<file path="config.mk">
export PLATFORM = sky130hd
export DESIGN_NAME = led_pwm
export DESIGN_NICKNAME = d
export VERILOG_FILES = /design/src/rtl/led_pkg.sv /design/src/rtl/led_tick_gen.sv /design/src/rtl/led_pwm.sv
export SDC_FILE = /design/constraint.sdc
export NUM_CORES = 1
export LEC_CHECK = 0
export ABC_AREA = 1
export CAP_MARGIN = 20
export CORE_MARGIN = 4
export CORE_UTILIZATION = 40
export CTS_BUF_LIST = sky130_fd_sc_hd__clkbuf_4 sky130_fd_sc_hd__clkbuf_8
export DETAILED_ROUTE_END_ITERATION = 16
export SLEW_MARGIN = 10
export SYNTH_ARGS = -nofsm -noshare
export SYNTH_HDL_FRONTEND = slang
export SYNTH_SLANG_ARGS = --single-unit
</file>
<file path="constraint.sdc">
create_clock -name clk -period 4.52 [get_ports clk]
set_clock_uncertainty 0.1 [all_clocks]
set_input_delay 0.452 -clock clk [delete_from_list [all_inputs] [get_ports clk]]
set_output_delay 0.452 -clock clk [all_outputs]
set_load 0.05 [all_outputs]
</file>
<file path="src/rtl/led_pkg.sv">
// led_pkg: shared types and constants for the led_pwm block.
// The mode encoding is what cfg_mode carries on the configuration port.
package led_pkg;

    localparam int MODE_W = 2;

    typedef enum logic [MODE_W-1:0] {
        OFF           = 2'd0,
        ON            = 2'd1,
        PWM           = 2'd2,
        BLINK_BREATHE = 2'd3
    } led_mode_t;

endpackage : led_pkg

</file>
<file path="src/rtl/led_tick_gen.sv">
// led_tick_gen: prescaler plus phase counter for the LED PWM frame.
// tick fires once every PRESCALE clocks. phase advances on each tick.
// boundary marks the tick on which phase wraps to zero (end of frame).
module led_tick_gen #(
    parameter int PRESCALE = 5,
    parameter int DUTY_W   = 4
) (
    input  logic              clk,
    input  logic              rst,
    output logic              tick,
    output logic [DUTY_W-1:0] phase,
    output logic              boundary
);

    localparam int                PRE_W     = (PRESCALE > 1) ? $clog2(PRESCALE) : 1;
    localparam logic [PRE_W-1:0]  PRE_MAX   = PRE_W'(PRESCALE - 1);
    localparam logic [DUTY_W-1:0] PHASE_MAX = {DUTY_W{1'b1}};

    logic [PRE_W-1:0]  pre_q,   pre_d;
    logic [DUTY_W-1:0] phase_q, phase_d;

    // Next prescaler/phase values and the tick/boundary strobes.
    always_comb begin
        tick     = (pre_q == PRE_MAX);
        boundary = tick && (phase_q == PHASE_MAX);
        if (tick) begin
            pre_d   = '0;
            phase_d = phase_q + DUTY_W'(1);
        end else begin
            pre_d   = pre_q + PRE_W'(1);
            phase_d = phase_q;
        end
    end

    // Counter state; reset restarts the frame at phase 0.
    always_ff @(posedge clk or posedge rst) begin
        if (rst) begin
            pre_q   <= '0;
            phase_q <= '0;
        end else begin
            pre_q   <= pre_d;
            phase_q <= phase_d;
        end
    end

    assign phase = phase_q;

endmodule : led_tick_gen

</file>
<file path="src/rtl/led_pwm.sv">
// led_pwm: NUM_LEDS independent LED channels (off / on / PWM / blink).
// Configuration goes through a single pending slot. It only takes effect
// at a frame boundary, so outputs never change mid-frame because of a write.
// Build macro LED_PWM_BREATHE_EN: mode 3 becomes a triangular breathe ramp
// (duty +1 per frame up to max, then -1 per frame back to 0). Without it,
// mode 3 toggles the LED every frame.
module led_pwm
    import led_pkg::*;
#(
    parameter int  NUM_LEDS = 4,
    parameter int  PRESCALE = 5,
    parameter int  DUTY_W   = 4,
    localparam int CHAN_W   = (NUM_LEDS > 1) ? $clog2(NUM_LEDS) : 1
) (
    input  logic                clk,
    input  logic                rst,
    input  logic                cfg_valid,
    output logic                cfg_ready,
    input  logic [CHAN_W-1:0]   cfg_chan,
    input  logic [MODE_W-1:0]   cfg_mode,
    input  logic [DUTY_W-1:0]   cfg_duty,
    output logic [NUM_LEDS-1:0] led,
    output logic                frame_start
);

    logic              tick_s, boundary_s, frame_edge_s;
    logic [DUTY_W-1:0] phase_s;
    logic              chan_ok_s, accept_s;

    logic              pend_q, pend_d;
    logic [CHAN_W-1:0] pend_chan_q, pend_chan_d;
    led_mode_t         pend_mode_q, pend_mode_d;
    logic [DUTY_W-1:0] pend_duty_q, pend_duty_d;

    logic              app_valid_s;
    logic [CHAN_W-1:0] app_chan_s;
    led_mode_t         app_mode_s;
    logic [DUTY_W-1:0] app_duty_s;

    led_mode_t         mode_q [NUM_LEDS];
    led_mode_t         mode_d [NUM_LEDS];
    logic [DUTY_W-1:0] duty_q [NUM_LEDS];
    logic [DUTY_W-1:0] duty_d [NUM_LEDS];
`ifdef LED_PWM_BREATHE_EN
    localparam logic [DUTY_W-1:0] LVL_MAX = {DUTY_W{1'b1}};
    logic [DUTY_W-1:0] lvl_q [NUM_LEDS];
    logic [DUTY_W-1:0] lvl_d [NUM_LEDS];
    logic [NUM_LEDS-1:0] dir_q, dir_d;   // 0 = ramping up, 1 = ramping down
`else
    logic [NUM_LEDS-1:0] tog_q, tog_d;
`endif
    logic [NUM_LEDS-1:0] led_q, led_d;
    logic                fs_q, fs_d;

    led_tick_gen #(
        .PRESCALE (PRESCALE),
        .DUTY_W   (DUTY_W)
    ) u_tick_gen (
        .clk      (clk),
        .rst      (rst),
        .tick     (tick_s),
        .phase    (phase_s),
        .boundary (boundary_s)
    );

    // Boundary is only defined on a tick; qualify it explicitly.
    assign frame_edge_s = tick_s & boundary_s;
    assign cfg_ready    = ~pend_q;
    assign accept_s     = cfg_valid & ~pend_q;
    assign chan_ok_s    = ({1'b0, cfg_chan} < (CHAN_W + 1)'(NUM_LEDS));

    // Select which write lands at the boundary: the pending one, or one accepted on the boundary cycle itself.
    always_comb begin
        if (pend_q) begin
            app_valid_s = 1'b1;
            app_chan_s  = pend_chan_q;
            app_mode_s  = pend_mode_q;
            app_duty_s  = pend_duty_q;
        end else if (accept_s && chan_ok_s) begin
            app_valid_s = 1'b1;
            app_chan_s  = cfg_chan;
            app_mode_s  = led_mode_t'(cfg_mode);
            app_duty_s  = cfg_duty;
        end else begin
            app_valid_s = 1'b0;
            app_chan_s  = pend_chan_q;
            app_mode_s  = pend_mode_q;
            app_duty_s  = pend_duty_q;
        end
    end

    // Pending slot: filled by an accepted in-range write, drained at every boundary.
    always_comb begin
        pend_d      = pend_q;
        pend_chan_d = pend_chan_q;
        pend_mode_d = pend_mode_q;
        pend_duty_d = pend_duty_q;
        if (frame_edge_s) begin
            pend_d = 1'b0;
        end else if (accept_s && chan_ok_s) begin
            pend_d      = 1'b1;
            pend_chan_d = cfg_chan;
            pend_mode_d = led_mode_t'(cfg_mode);
            pend_duty_d = cfg_duty;
        end else begin
            pend_d = pend_q;
        end
    end

    // Per-channel active config and frame-stepped state; only changes at a boundary.
    always_comb begin
        for (int i = 0; i < NUM_LEDS; i++) begin
            mode_d[i] = mode_q[i];
            duty_d[i] = duty_q[i];
`ifdef LED_PWM_BREATHE_EN
            lvl_d[i] = lvl_q[i];
            dir_d[i] = dir_q[i];
            if (frame_edge_s && app_valid_s && (app_chan_s == CHAN_W'(i))) begin
                mode_d[i] = app_mode_s;
                duty_d[i] = app_duty_s;
                lvl_d[i]  = '0;
                dir_d[i]  = 1'b0;
            end else if (frame_edge_s && (mode_q[i] == BLINK_BREATHE)) begin
                if (!dir_q[i]) begin
                    if (lvl_q[i] == LVL_MAX) begin
                        dir_d[i] = 1'b1;
                        lvl_d[i] = LVL_MAX - DUTY_W'(1);
                    end else begin
                        lvl_d[i] = lvl_q[i] + DUTY_W'(1);
                    end
                end else begin
                    if (lvl_q[i] == '0) begin
                        dir_d[i] = 1'b0;
                        lvl_d[i] = DUTY_W'(1);
                    end else begin
                        lvl_d[i] = lvl_q[i] - DUTY_W'(1);
                    end
                end
            end else begin
                lvl_d[i] = lvl_q[i];
            end
`else
            tog_d[i] = tog_q[i];
            if (frame_edge_s && app_valid_s && (app_chan_s == CHAN_W'(i))) begin
                mode_d[i] = app_mode_s;
                duty_d[i] = app_duty_s;
                tog_d[i]  = 1'b0;
            end else if (frame_edge_s && (mode_q[i] == BLINK_BREATHE)) begin
                tog_d[i] = ~tog_q[i];
            end else begin
                tog_d[i] = tog_q[i];
            end
`endif
        end
    end

    // LED drive decode from the current phase; registered below for glitch-free outputs.
    always_comb begin
        fs_d = frame_edge_s;
        for (int i = 0; i < NUM_LEDS; i++) begin
            case (mode_q[i])
                OFF:           led_d[i] = 1'b0;
                ON:            led_d[i] = 1'b1;
                PWM:           led_d[i] = (phase_s < duty_q[i]);
`ifdef LED_PWM_BREATHE_EN
                BLINK_BREATHE: led_d[i] = (phase_s < lvl_q[i]);
`else
                BLINK_BREATHE: led_d[i] = tog_q[i];
`endif
                default:       led_d[i] = 1'b0;
            endcase
        end
    end

    // State and output registers; reset drops any pending write and forces all channels off.
    always_ff @(posedge clk or posedge rst) begin
        if (rst) begin
            pend_q      <= 1'b0;
            pend_chan_q <= '0;
            pend_mode_q <= OFF;
            pend_duty_q <= '0;
            for (int i = 0; i < NUM_LEDS; i++) begin
                mode_q[i] <= OFF;
                duty_q[i] <= '0;
`ifdef LED_PWM_BREATHE_EN
                lvl_q[i]  <= '0;
`endif
            end
`ifdef LED_PWM_BREATHE_EN
            dir_q <= '0;
`else
            tog_q <= '0;
`endif
            led_q <= '0;
            fs_q  <= 1'b0;
        end else begin
            pend_q      <= pend_d;
            pend_chan_q <= pend_chan_d;
            pend_mode_q <= pend_mode_d;
            pend_duty_q <= pend_duty_d;
            mode_q      <= mode_d;
            duty_q      <= duty_d;
`ifdef LED_PWM_BREATHE_EN
            lvl_q <= lvl_d;
            dir_q <= dir_d;
`else
            tog_q <= tog_d;
`endif
            led_q <= led_d;
            fs_q  <= fs_d;
        end
    end

    assign led         = led_q;
    assign frame_start = fs_q;

endmodule : led_pwm
</file>
* Word level (Yosys, flattened, before mapping)
Cells that the tools add are included.
** Storage, ports and cells
- Register bits :: 49
- Latch bits :: 0
- RAM bits :: 0
- Memory bits (read-only) :: 0
- Bits of input ports :: 11
- Output and inout port bits :: 6
- Memories kept :: 0
** Cells by class
- $add $sub $neg :: 2
- Multipliers :: 0
- Div/mod/pow operators :: 0
- $lt $le $gt $ge :: 4
- Equal/unequal tests :: 17
- Shift-type cells :: 0
- Mux-type cells :: 23
- Bitwise operators :: 7
- Reductions and logical operators :: 20
** Operator list (number)
- equality test 2 bit (second input constant) :: 10
- < comparator 4 bit :: 4
- one-hot mux 1 bit (4 select lines) :: 4
- two-way mux 1 bit :: 12
- equality test 2 x 1 -> 1 bit (second input constant) :: 5
- logical AND 1 bit :: 10
- logical NOT 2 bit :: 5
- nonzero test 2 bit :: 5
- two-way mux 2 bit :: 4
- two-way mux 4 bit :: 2
- inverter 1 bit :: 5
- adder 4 x 1 -> 4 bit (second input constant) :: 1
- equality test 4 bit (second input constant) :: 1
- adder 3 x 1 -> 3 bit (second input constant) :: 1
- equality test 3 bit (second input constant) :: 1
- two-way mux 3 bit :: 1
- bitwise AND 1 bit :: 2

* Longest topological paths before layout
Gate-level depths: netlist of the first run.
- Depth after elaboration :: 7
- Gate-level depth with buffers :: 9
- Mapped depth without buffers :: 8

* Modules after synthesis
From an unflattened synthesis of the first run, not the netlist that was laid out.
** Second synthesis, totals
- Cell total of the unflattened synthesis :: 317
- Area, all modules :: 2603.7 µm²
** Modules (own cells, without submodules)
- led_pwm :: times used 1, cells an instance 281, area an instance 2262.2 µm²
- led_tick_gen :: times used 1, cells an instance 36, area an instance 341.6 µm²

* Least setup slack after synthesis of the first run
Ideal clock, no wire load.
- Path kind :: reg-to-reg
- From :: register pend_q
- To :: register duty_q[10] (netlist bit)
- Data arrival time :: 1.376 ns
- Required time :: 4.303 ns
- Path slack :: 2.927 ns
- Cell stages (with the launch flop) :: 9
- Path buffers :: 0
- Clock period less this slack :: 1.593 ns
- Path through :: dfrtp_1 inv_2 nand2_2 nand2_1 nand2_1 nor2_2 nand2_2 nand2_1 nand2_1
** Between the ends
- Word-level cells in the longest chain between the ends :: 6
- Elaborated cells between the ends (all ways) :: 11
- Those cells by class :: eq/ne: 1; mux: 6; bitwise: 2; reduce/logical: 2
** Ends and longest elaborated chain
- from (decl) :: line led_pwm.sv:30 : logic pend_q, pend_d;
- from (signal assigned) :: line led_pwm.sv:197 : pend_q <= pend_d;
- inverter 1 bit *
- via cfg_ready :: line led_pwm.sv:18 : output logic cfg_ready,
- bitwise AND 1 bit * :: line led_pwm.sv:69 : assign accept_s = cfg_valid & ~pend_q;
- two-way mux 2 bit or two-way mux 1 bit (tied branches)
- two-way mux 2 bit or two-way mux 1 bit (tied branches) :: line led_pwm.sv:74 : if (pend_q) begin
- equality test 2 x 1 -> 1 bit or logical AND 1 bit (tied branches) :: line led_pwm.sv:144 : if (frame_edge_s && app_valid_s && (app_chan_s == CHAN_W'(i))) begin
- logical AND 1 bit :: line led_pwm.sv:144
- to (signal assigned) :: line led_pwm.sv:202 : duty_q <= duty_d;
- to (decl) :: line led_pwm.sv:42 : logic [DUTY_W-1:0] duty_q [NUM_LEDS];
Mark *: on every way through the listed nets, which the timed path passes. The rest lies on a longest branch.
A chain may end at the register's enable or synchronous reset.

* Worst setup path after layout of the first run
- From :: register u_tick_gen.phase_q[1] (netlist: u_tick_gen.phase[1])
- To :: register pend_duty_q[3]
** Between the ends
- Word-level cells in the longest chain between the ends :: 3
** Ends and longest elaborated chain
- from (decl) :: line led_tick_gen.sv:20 : logic [DUTY_W-1:0] phase_q, phase_d;
- from (signal assigned) :: line led_tick_gen.sv:42 : phase_q <= phase_d;
- equality test 4 bit :: line led_tick_gen.sv:25 : boundary = tick && (phase_q == PHASE_MAX);
- logical AND 1 bit :: line led_tick_gen.sv:25
- bitwise AND 1 bit :: line led_pwm.sv:67 : assign frame_edge_s = tick_s & boundary_s;
- to (signal assigned) :: line led_pwm.sv:200 : pend_duty_q <= pend_duty_d;
- to (decl) :: line led_pwm.sv:33 : logic [DUTY_W-1:0] pend_duty_q, pend_duty_d;
Every way passes these cells.

==> run metrics, run 1 <==
via count between 1.5k and 2k; sw power 0.205 mW; Num CTS Buffers 5; P_int 0.645 mW; crit path time final around 2600 ps; vias per inst approximately 4.7; Inserted Diodes 0; # clock sinks 49; clk buf depth 2; Placed Area 2760 sq um; CTS tree yes; crit path max fanout 12; vias in the first global route 1920; endpoint class of the critical path flop; Mapped Avg Cell Area around 8.0 sq um; share of layout cells above drive strength 1 between 7 and 8%; Worst slew margin 33.2%; drt first pass iters 4; first-pass GRT wire length between 8000 and 9000 um; min-delay worst type in2async; total power 0.850 mW; maximum vdd drop between 0.1 and 0.15 mV; Max-Cap Viols 0; Initial Utilization 42.0%; Area Growth Syn to Fin 13.9%; Final GP Congestion 0.725; Max Slew Vio Count 0; post-DP HPWL 3420 um; Cells after DPL 403; post_cts resized 0; initial antenna violation count 0; Seq/Total Area, Yosys between 40% and 50%; nets@finish 362; Post-Synthesis Cells 317; DR WL/cell 12.0 um; Setup crit start kind flop; worst setup margin 1950 ps; total die area ~7700 sq um; Critical Path AT 2650 ps; GRT overflow 0; clock latency on the worst-skew pair 300 ps; fin util 47.9%; row cnt 28; Post-Route WL 4930 um; H-Tree Depth 2; Setup CP Type reg2reg; fin crit share between 50% and 60%; post-route insts no fill 411; Root Buffer clkbuf_8; largest net degree at the start of global routing 50; Post-Syn Area 2530 sq um; Die Y 87.6 um; synthesis-stage register bit count 49; Cell Pwr Density 294 nW/um^2; Logic pwr share about a tenth; cts hold-fix bufs 0; run status finished, final reports clean; Die W 87.6 um; gr usage total 14.8%; yosys warns 0; CP required around 4600 ps; DR iter-0 viols 48; Non-Filler Cell Area, Final 2890 sq um; Sequential Power Share between 50 and 60%; DRC Markers 0; Port Buffers 16; core area roughly 6000 sq um; Routed Antenna Nets 0; Worst-Margin Slew 999 ps; # Post-CTS Setup Buffers 0; Reg clk slew, reported paths 90 ps; Switching Fraction 24.1%; final hold viol count 0; Setup Viol. Count Final 0; unrepaired setup endpoints after global routing no; Syn Nets between 300 and 400; Placement Setup Slack between 1000 and 1500 ps; fmax 0.389 GHz; # IOs 17; Lkg Pwr 1.52 nW; Setup TNS Final 0 ps; worst hold slack 307 ps; post-synth cell types 20; clock power share 35.7%
==> critical path: stages, from the launching register on <==
cell	delay, ps
dfrtp_1	500
ha_1	200
nand3_1	210
nor2_1	830
inv_1	370
nand2_1	140
o21ai_0	90
==> power by group through the flow <==
stage	clock [mW]	combinational [mW]	sequential [mW]
2_1_floorplan	0	0.0476	0.477
3_3_place_gp	0	0.0812	0.471
3_5_place_dp	0	0.0832	0.472
4_1_cts	0.318	0.0834	0.463
5_1_grt	0.330	0.0967	0.466
6_report	0.303	0.0837	0.463
==> cell type report <==
| class | instances | area [sq um] |
|---|---|---|
| well taps | 75 | 93.8 |
| clock buffers | 5 | 68.8 |
| clock inverters | 2 | 35.0 |
| flip-flops and latches | 49 | 1230 |
| repair buffers | 17 | 180 |
| fillers | 626 | 3140 |
| inverters | 47 | 176 |
| multi-input cells | 216 | 1110 |
==> cell usage after synthesis <==
master	instances	share of area, %
a21oi_1	4	0.79
buf_2	1	0.20
clkbuf_1	1	0.15
xnor2_1	3	1.0
nand2_1	101	15
o21ai_0	12	2.4
ha_1	15	7.4
dfrtp_1	49	48
buf_4	3	0.89
nor2_4	1	0.44
nand3b_1	2	0.59
nor2_2	3	0.74
nor3_2	1	0.40
inv_1	46	6.8
inv_2	1	0.15
nand3_1	39	7.7
nand2_2	4	0.99
nor2_1	24	3.6
a21oi_2	6	2.1
xor2_1	1	0.35
==> cell usage in the layout (no fill, tap or decap), drive strengths merged, types with 2 or more instances in the layout <==
cell type      count
o21ai             12
nor2              28
dfrtp             49
clkbuf             5
ha                15
clkdlybuf4s50     16
inv               47
xnor2              3
a21oi             10
nand2            105
nand3b             2
nand3             39
==> flip-flops by register name, summed over array words and instances, names as in the netlist <==
signal and count:
duty_q 16, frame_start 1, led 4, mode_q 8, pend_chan_q 2, pend_duty_q 4
pend_mode_q 2, pend_q 1, tog_q 4, u_tick_gen.phase 4, u_tick_gen.pre_q 3
==> worst paths after layout <==
kind                                startpoint             endpoint  slack, ps  cells after the start
max in group asynchronous                  rst            duty_q[0]       3510                      3
hold / removal                             rst       pend_chan_q[0]        310                      2
hold reg to reg            u_tick_gen.pre_q[0]  u_tick_gen.pre_q[0]        360                      1
setup reg to reg           u_tick_gen.phase[1]       pend_duty_q[3]       1950                      6
min in group clk           u_tick_gen.pre_q[0]  u_tick_gen.pre_q[0]        360                      1
setup / recovery           u_tick_gen.phase[1]       pend_duty_q[3]       1950                      6
==> cells by family after synthesis <==
family                   Yosys count  share of synthesized area (%)
XOR/XNOR                           4                           1.38
flip-flops                        49                           48.4
AO/OA/AOI/OAI                     22                           5.23
buffers and inverters             52                           8.20
adder cells (fa/ha/maj)           15                           7.41
AND/OR/NAND/NOR                  175                           29.4
==> metal layers <==
layer,track usage (%),vias to the layer above,share of wire [%],routed length [um]
li1,-,1023,-,-
met1,19.7,873,49,2430
met2,24.7,21,47,2310
met3,3.20,5,2.8,137
met4,3.77,0,1.2,58
met5,0,-,0,0
No activity file was read; power rests on OpenSTA's default activity.
==> inputs of run 2 (changes only) <==
==> constraint.sdc (replaced) <==
create_clock -name clk -period 2.7 [get_ports clk]
set_clock_uncertainty 0.1 [all_clocks]
set_input_delay 0.27 -clock clk [delete_from_list [all_inputs] [get_ports clk]]
set_output_delay 0.27 -clock clk [all_outputs]
set_load 0.05 [all_outputs]
==> run metrics, run 2 (synthesized netlist as in run 1, its figures left out) <==
unrepaired setup endpoints after global routing no; Critical Path AT approximately 2200 ps; Setup Viol. Count Final 0; DR WL/cell approximately 12 um; Reg2Reg Launch Point u_tick_gen.phase[0]; Root Buffer clkbuf_8; nets@finish 368; GR Layer Usage met3 3.10%; # clock sinks 49; Initial Utilization 42.0%; crit path time final 2140 ps; Max-Cap Viols 0; Worst slew margin between 60% and 70%; Cell Pwr Density 469 nW/um^2; GR Util met1 20.6%; fmax 0.467 GHz; DRC Markers 0; vias in the first global route roughly 1.9k; CP Cell Sequence ha_1 > nand3_1 > nor3_2 > nand3_1 > nand2_1 > nand2_1; drt first pass iters 4; Setup CP Type reg2reg; FF-to-FF End mode_q[0]; crit path max fanout 10; via count around 2.0k; GR peak layer met2; Max Slew Vio Count 0; cts hold-fix bufs 0; largest net degree at the start of global routing 21; reg2reg path depth 6; gr usage total 14.8%; core area 6030 sq um; CP required 2790 ps; Num CTS Buffers 5; most frequent cells in the layout nand2_1, dfrtp_1, inv_1, nand3_1, nor2_1; Die W ~88 um; post_cts resized 0; Routed Antenna Nets 0; share of layout cells above drive strength 1 9.33%; clock latency on the worst-skew pair about 300 ps; maximum vdd drop 0.243 mV; initial antenna violation count 0; vias per inst 4.71; Post-Route WL 4940 um; Setup TNS Final 0 ps; # fillers 619; first-pass GRT wire length 8830 um; commonest non-fill, non-tap cell in the layout nand2_1; endpoint class of the critical path flop; worst hold slack 174 ps; CTS tree yes; Largest Register duty_q; row cnt 28; fin crit share 79.3%; largest registers duty_q: 16 flops, mode_q: 8 flops; Reg clk slew, reported paths 90 ps; min-delay worst type in2async; CP max stage delay 520 ps; post-DP HPWL 3660 um; total die area 7670 sq um; final hold viol count 0; Port Buffers 16; Max stage delay cell, worst path dfrtp_1; Die Y 87.6 um; clk buf depth 2; run status finished, final reports clean; Worst-Margin Slew 560 ps; met2 Use GR 23.8%; # IOs 17; Area Growth Syn to Fin 14.5%; R2R setup slack 560 ps; Setup crit start kind flop; Inserted Diodes 0; Lkg Pwr 1.53 nW; max reg flops 16; DR iter-0 viols 94; GRT overflow 0; H-Tree Depth 2; Final GP Congestion around 0.77; # Post-CTS Setup Buffers 0
run 2: changes by cell type in the layout (fill, tap and decap cells not counted):
| cell | delta |
|---|---|
| buf_4 | +7 |
| clkinvlp_4 | +2 |
| buf_12 | -1 |
| bufinv_16 | -1 |
| clkbuf_4 | +1 |
| clkinv_2 | -1 |
| nor3_2 | +1 |
| nor3_4 | -1 |
run 2: per-layer routing:
metal	vias up	wire, um
met5	-	0
met4	0	51
met3	6	145
met2	23	2220
met1	904	2520
li1	1037	-
run 2: final cells by class:
type	count	area [sq um]	share of cell area, %
multi-input cells	216	1100	37.9
clock buffers	6	76.3	2.63
inverters	47	176	6.08
well taps	75	93.8	3.24
repair buffers	23	213	7.33
clock inverters	2	15.0	0.518
flip-flops and latches	49	1230	42.3
run 2: worst max path at each step:
stage / from / end / slack, ps
detailed placement: cfg_valid / mode_q[0] / 490
CTS: u_tick_gen.phase[1] / mode_q[0] / 580
global route: u_tick_gen.phase[1] / mode_q[1] / 370
global placement: cfg_valid / duty_q[8] / 540
finish: u_tick_gen.phase[0] / mode_q[0] / 560
floorplan: pend_q / duty_q[10] / 1110
run 2: power breakdown:
part           total, mW  switching [mW]  internal [mW]
sequential         0.775          0.0148          0.761
clock              0.446           0.253          0.193
combinational      0.139          0.0893         0.0494
total               1.36           0.357           1.00
run 2: stage by stage:
stage	util (%)	std cells	instance area (sq um)	power (mW)	setup slack [ps]
after floorplan	-	317	2530	0.878	1110
after global routing	48.1	418	2900	1.43	371
final	48.1	418	2900	1.36	559
after CTS	48.1	418	2900	1.38	581
after global placement	46.6	410	2810	0.928	544
after detailed placement	46.6	410	2810	0.932	494
run 2: worst max-delay path, delay by kind of cell, from the launching register on:
| kind | cells | cell delay [ps] |
|---|---|---|
| fa+ha+maj | 1 | 200 |
| simple gates | 5 | 1200 |
| flops | 1 | 520 |
